$ cat src/rtl/jk_excitation_driver.sv
// Purpose : drives a bank of external JK flip-flops to a requested Q vector using the JK
//           excitation table, then checks the fed-back Q against the target.
// Latency : done pulses SETTLE_CYCLES+2 cycles after accept; one target per SETTLE_CYCLES+3 cycles.
// Backpr. : tgt_ready is high only in IDLE; a request arriving elsewhere is held by the producer.
//
// Ports:
//   clk, rst_n            clock, synchronous active-low reset
//   tgt_valid/ready/data  target request handshake and requested next Q
//   dc_mode               don't-care resolution (0 -> 0, 1 -> 1), sampled at accept
//   j, k                  excitation to the flip-flop bank (pulsed for one cycle)
//   q_fb                  Q fed back from the bank
//   done, mismatch,       one-cycle completion pulse and per-transaction result
//   err_bits
//   txn_count, err_count  saturating completed / mismatched transaction counters
module jk_excitation_driver #(
  parameter int WIDTH         = 4,
  parameter int SETTLE_CYCLES = 1
) (
  input  logic             clk,
  input  logic             rst_n,
  input  logic             tgt_valid,
  output logic             tgt_ready,
  input  logic [WIDTH-1:0] tgt_data,
  input  logic             dc_mode,
  output logic [WIDTH-1:0] j,
  output logic [WIDTH-1:0] k,
  input  logic [WIDTH-1:0] q_fb,
  output logic             done,
  output logic             mismatch,
  output logic [WIDTH-1:0] err_bits,
  output logic [15:0]      txn_count,
  output logic [15:0]      err_count
);

  localparam int CW = (SETTLE_CYCLES > 1) ? $clog2(SETTLE_CYCLES) : 1;

  typedef enum logic [1:0] {IDLE, DRIVE, SETTLE, CHECK} state_t;

  state_t           state_q, state_d;
  logic [WIDTH-1:0] tgt_q, tgt_d;
  logic [WIDTH-1:0] pres_q, pres_d;
  logic             dc_q, dc_d;
  logic [CW-1:0]    cnt_q, cnt_d;
  logic [WIDTH-1:0] j_q, j_d;
  logic [WIDTH-1:0] k_q, k_d;
  logic             ready_q, ready_d;
  logic             done_q, done_d;
  logic             mismatch_q, mismatch_d;
  logic [WIDTH-1:0] err_bits_q, err_bits_d;
  logic [15:0]      txn_q, txn_d;
  logic [15:0]      errc_q, errc_d;

  logic [WIDTH-1:0] dc_vec;
  logic [WIDTH-1:0] diff;

  always_comb begin
    state_d    = state_q;
    tgt_d      = tgt_q;
    pres_d     = pres_q;
    dc_d       = dc_q;
    cnt_d      = cnt_q;
    mismatch_d = mismatch_q;
    err_bits_d = err_bits_q;
    txn_d      = txn_q;
    errc_d     = errc_q;
    diff       = q_fb ^ tgt_q;

    case (state_q)
      IDLE: begin
        // ready_q gates accept so nothing is taken in the cycle right after reset
        if (tgt_valid && ready_q) begin
          tgt_d   = tgt_data;
          pres_d  = q_fb;
          dc_d    = dc_mode;
          state_d = DRIVE;
        end
      end
      DRIVE: begin
        cnt_d   = CW'(SETTLE_CYCLES - 1);
        state_d = SETTLE;
      end
      SETTLE: begin
        if (cnt_q == '0) begin
          err_bits_d = diff;
          mismatch_d = |diff;
          // counters step on entry to CHECK so they are current while done is high
          txn_d      = (txn_q == 16'hFFFF) ? txn_q : txn_q + 16'd1;
          if (|diff) begin
            errc_d = (errc_q == 16'hFFFF) ? errc_q : errc_q + 16'd1;
          end
          state_d = CHECK;
        end else begin
          cnt_d = cnt_q - 1'b1;
        end
      end
      CHECK:   state_d = IDLE;
      default: state_d = IDLE;
    endcase

    // Excitation from the captured present/target: a don't-care takes dc_mode.
    dc_vec = {WIDTH{dc_d}};
    if (state_d == DRIVE) begin
      j_d = (~pres_d & tgt_d) | (pres_d & dc_vec);
      k_d = (pres_d & ~tgt_d) | (~pres_d & dc_vec);
    end else begin
      j_d = '0;
      k_d = '0;
    end
    ready_d = (state_d == IDLE);
    done_d  = (state_d == CHECK);
  end

  always_ff @(posedge clk) begin
    if (!rst_n) begin
      state_q    <= IDLE;
      tgt_q      <= '0;
      pres_q     <= '0;
      dc_q       <= 1'b0;
      cnt_q      <= '0;
      j_q        <= '0;
      k_q        <= '0;
      ready_q    <= 1'b0;
      done_q     <= 1'b0;
      mismatch_q <= 1'b0;
      err_bits_q <= '0;
      txn_q      <= '0;
      errc_q     <= '0;
    end else begin
      state_q    <= state_d;
      tgt_q      <= tgt_d;
      pres_q     <= pres_d;
      dc_q       <= dc_d;
      cnt_q      <= cnt_d;
      j_q        <= j_d;
      k_q        <= k_d;
      ready_q    <= ready_d;
      done_q     <= done_d;
      mismatch_q <= mismatch_d;
      err_bits_q <= err_bits_d;
      txn_q      <= txn_d;
      errc_q     <= errc_d;
    end
  end

  assign tgt_ready = ready_q;
  assign j         = j_q;
  assign k         = k_q;
  assign done      = done_q;
  assign mismatch  = mismatch_q;
  assign err_bits  = err_bits_q;
  assign txn_count = txn_q;
  assign err_count = errc_q;

endmodule

$ cat config.mk
export PLATFORM = sky130hd
export DESIGN_NAME = jk_excitation_driver
export DESIGN_NICKNAME = d
export VERILOG_FILES = /design/src/rtl/jk_excitation_driver.sv
export SDC_FILE = /design/constraint.sdc
export NUM_CORES = 1
export LEC_CHECK = 0
export BUFFER_PORTS_ARGS = -buffer_cell sky130_fd_sc_hd__buf_2
export CAP_MARGIN = 10
export CORE_ASPECT_RATIO = 1.2
export CORE_MARGIN = 3
export CORE_UTILIZATION = 38
export DETAILED_ROUTE_END_ITERATION = 8
export SLEW_MARGIN = 15
export SYNTH_ARGS = -nofsm -noshare
export SYNTH_HDL_FRONTEND = slang
export SYNTH_SLANG_ARGS = --single-unit
$ cat constraint.sdc
create_clock -name clk -period 1.91 [get_ports clk]
set_input_delay 0.0955 -clock clk [delete_from_list [all_inputs] [get_ports clk]]
set_output_delay 0.0955 -clock clk [all_outputs]
set_load 0.03 [all_outputs]
==> insert_results.sql <==
INSERT INTO impl_metrics (metric_group, metric, value, unit) VALUES
('placement', 'place.port_buffers', '58', ''),
('placement', 'gp_congestion', '0.842', ''),
('power_and_ir_drop', 'power.density', '1070', 'mW/mm2'),
('clock_network', 'cts_inserted_buffers', '9', ''),
('power_and_ir_drop', 'cellLeakagePower', '0.00142', 'uW'),
('hold_path', 'hold_path_class', 'in2reg', ''),
('synthesis', 'avgSynthCellArea', '9.08', 'um2'),
('power_and_ir_drop', 'worst_ir_drop_vdd', '0.632', 'mV'),
('worst_setup_path', 'critical_path_required', '2.18', 'ns'),
('floorplanning', 'coreArea', '0.00657', 'mm2'),
('worst_setup_path', 'worstRegToRegCells', '7', ''),
('timing', 'slew_viol_final', '0', ''),
('worst_setup_path', 'path_delay_family', 'simple AND/OR/NAND/NOR gates', ''),
('floorplanning', 'placement_rows', '32', ''),
('worst_setup_path', 'worstSetupEndpoint', 'txn_count[15]', ''),
('clock_network', 'clkSinkCount', '58', ''),
('worst_setup_path', 'timing.critical_path.cells', 'inv_1 > ha_4 > buf_4 > and3_2 > nand3_2 > or4_1 > a21oi_1', ''),
('global_route', 'global_route.usage.met3', '4.55', '%'),
('outcome', 'status', 'finished, final reports clean', ''),
('synthesis', 'synth-seq-cells', '58', ''),
('routing', 'wire_per_inst', '14.0', 'um'),
('worst_setup_path', 'critical_path.reg2reg.endpoint', 'txn_count[15]', ''),
('timing', 'hold_violations', '0', ''),
('synthesis', 'synth_compound_gate_area_share', '15.5', '%'),
('worst_setup_path', 'regToRegSetupSlack', '0.09', 'ns'),
('global_route', 'grtUsageMet1', '20.5', '%'),
('floorplanning', 'die_w', '82.1', 'um'),
('worst_setup_path', 'critPathCaptureType', 'flip-flop', ''),
('worst_setup_path', 'data_arrival_time_of_the_worst_path', '2.09', 'ns'),
('routing', 'vias', '2494', ''),
('worst_setup_path', 'r2r_start', 'state_q[0]', ''),
('clock_network', 'clock_tree.htree_level_count', '3', ''),
('timing', 'slew_headroom', '74.0', '%'),
('timing', 'crit_share_post_route', '95.4', '%'),
('worst_setup_path', 'worst_setup_path_startpoint', 'state_q[0]', ''),
('global_route', 'grt_usage', '16.8', '%'),
('worst_setup_path', 'cp_max_fo', '5', ''),
('hold_path', 'hp-start', 'tgt_data[3]', ''),
('placement', 'placed_area', '0.00314', 'mm2'),
('synthesis', 'synthAdderAreaFrac', '2.37', '%'),
('timing', 'finalWorstPathRequiredPeriod', '1.82', 'ns'),
('worst_setup_path', 'timing.setup.critical_path_class', 'reg2reg', ''),
('synthesis', 'synth_xor_xnor_area_share', '1.99', '%'),
('global_route', 'globalRouteOverflowTotal', '0', ''),
('finish', 'antenna_cells_inserted', '0', ''),
('worst_setup_path', 'critical_path.max_stage_delay', '0.50', 'ns'),
('clock_network', 'max-clock-path-buffers', '2', ''),
('finish', 'area_delta_synth_final', '28.4', '%'),
('routing', 'average_vias_per_placed_instance', '5.45', ''),
('timing', 'timing_worst_slew_pin_value', '0.386', 'ns'),
('routing', 'routed_antenna_nets', '0', ''),
('global_route', 'use_met2', '26.6', '%'),
('finish', 'fillers', '647', ''),
('floorplanning', 'start_util', '40.2', '%'),
('global_route', 'grt.busiest_layer', 'met2', ''),
('routing', 'drtPass1Iterations', '5', ''),
('power_and_ir_drop', 'p_total', '3620', 'uW'),
('floorplanning', 'die_height', '97.3', 'um'),
('finish', 'fin_nets', '385', ''),
('synthesis', 'synth_cell_types', '42', ''),
('synthesis', 'syn_inst', '291', ''),
('timing', 'max_freq', '549', 'MHz'),
('clock_network', 'clk-insertion-delay-late', '0.33', 'ns'),
('worst_setup_path', 'critical_path.slowest_cell', 'sky130_fd_sc_hd__or4_1', ''),
('routing', 'route.detailed.drc', '0', ''),
('synthesis', 'synth_top_family_by_area', 'simple AND/OR/NAND/NOR gates', ''),
('clock_network', 'reg_clk_slew_reported_paths', '0.07', 'ns'),
('timing', 'setup_violations', '0', ''),
('routing', 'routed_wl', '6400', 'um'),
('synthesis', 'yosys-mux-area-fraction', '7.25', '%'),
('synthesis', 'ys.warnings.count', '0', '');
-- per-layer routing --
layer	vias to the layer above	wire length [um]
li1	1246	-
met4	0	157
met3	16	346
met1	1167	2840
met5	-	0
met2	65	3060
-- logic make-up after synthesis --
family,after synthesis
flops,58
fa+ha+maj,5
mux,19
compound gates,62
simple gates,122
xor+xnor,6
buf+inv,19
-- Yosys cell counts, drive strengths merged --
library cell / count / area (um2)
xor2: 2 / 17.5
dfxtp: 58 / 1160
xnor2: 4 / 35.0
or3: 11 / 68.8
nand3b: 1 / 7.51
a41o: 1 / 10.0
o41ai: 2 / 36.3
nand4: 13 / 87.6
nor4b: 1 / 8.76
inv: 6 / 22.5
nor4: 4 / 40.0
o21ai: 12 / 60.1
a21oi: 22 / 110
and2: 6 / 37.5
mux2: 1 / 11.3
o31ai: 11 / 82.6
a31oi: 1 / 6.26
clkbuf: 7 / 26.3
and3: 4 / 25.0
ha: 5 / 62.6
o311a: 1 / 10.0
mux2i: 18 / 180
o211ai: 1 / 7.51
or4: 10 / 75.1
a211oi: 8 / 60.1
buf: 5 / 27.5
clkinv: 1 / 3.75
nand2: 20 / 75.1
nand2b: 5 / 31.3
and4: 4 / 37.5
nand3: 14 / 75.1
nor3: 5 / 25.0
a41oi: 1 / 8.76
o2111ai: 2 / 17.5
nor2: 24 / 90.1
-- worst register-to-register path: stages (launching register included) --
cell	delay (ns)
sky130_fd_sc_hd__dfxtp_1	0.31
sky130_fd_sc_hd__inv_1	0.13
sky130_fd_sc_hd__ha_4	0.18
sky130_fd_sc_hd__buf_4	0.14
sky130_fd_sc_hd__and3_2	0.23
sky130_fd_sc_hd__nand3_2	0.12
sky130_fd_sc_hd__or4_1	0.50
sky130_fd_sc_hd__a21oi_1	0.15
-- worst min path at each step --
stage	end	slack [ns]	cells past startpoint
floorplan	err_count[10]	0.25	2
global placement	tgt_q[3]	0.38	3
detailed placement	tgt_q[3]	0.39	3
CTS	tgt_q[3]	0.04	3
global route	tgt_q[1]	0.06	3
finish	tgt_q[3]	0.05	3
-- per-stage QoR --
stage | hold slack (ns) | worst slack, ns | cells
floorplan | 0.251 | 0.00407 | 291
global placement | 0.381 | 0.0903 | 441
detailed placement | 0.392 | 0.0322 | 441
CTS | 0.0404 | 0.0233 | 457
global route | 0.0627 | -0.0251 | 458
finish | 0.0492 | 0.0872 | 458
-- repair_timing --
action	in CTS	in global routing
gates resized for setup	0	6
endpoints found under the setup margin	0	17
hold buffers	0	0
buffers inserted	0	1
-- cell usage in the layout (no fill, tap or decap), drive strengths merged, types with 2 or more instances in the layout --
cell / Yosys / layout
or4: 10 / 10
nand2b: 5 / 5
nand4: 13 / 13
clkinvlp: 0 / 2
o2111ai: 2 / 2
a211oi: 8 / 8
ha: 5 / 5
clkbuf: 7 / 9
o31ai: 11 / 11
or3: 11 / 11
xor2: 2 / 2
and4: 4 / 4
clkinv: 1 / 4
nand2: 20 / 20
nand3: 14 / 14
dfxtp: 58 / 58
nor2: 24 / 24
nor4: 4 / 4
bufinv: 0 / 2
nor3: 5 / 5
buf: 5 / 78
and3: 4 / 4
mux2i: 18 / 18
o41ai: 2 / 2
xnor2: 4 / 4
a21oi: 22 / 22
o21ai: 12 / 12
and2: 6 / 6
inv: 6 / 6
-- power by group --
part | switching, uW | total (uW) | leakage (uW) | internal (uW)
registers | 78.8 | 1420 | 0.000470 | 1340
logic | 596 | 965 | 0.000849 | 368
clock network | 504 | 1230 | 0.000105 | 731
total | 1180 | 3620 | 0.00142 | 2440
-- state kept, by name, summed over array words and instances, names as in the netlist, 2 cells and up --
register,flops
err_count,16
txn_count,16
err_bits,4
j,4
k,4
pres_q,4
tgt_q,4
state_q,2
-- area by class of cell --
| type | count | area, um2 | share of cell area, % |
|---|---|---|---|
| clock buffer | 9 | 124 | 3.65 |
| clock inverter | 7 | 93.8 | 2.77 |
| multi-input combinational | 214 | 1430 | 42.0 |
| timing repair buffer | 78 | 453 | 13.4 |
| inverter | 7 | 26.3 | 0.775 |
| sequential | 58 | 1160 | 34.3 |
| tap | 85 | 106 | 3.14 |
Power figures use the tool's default switching activity.
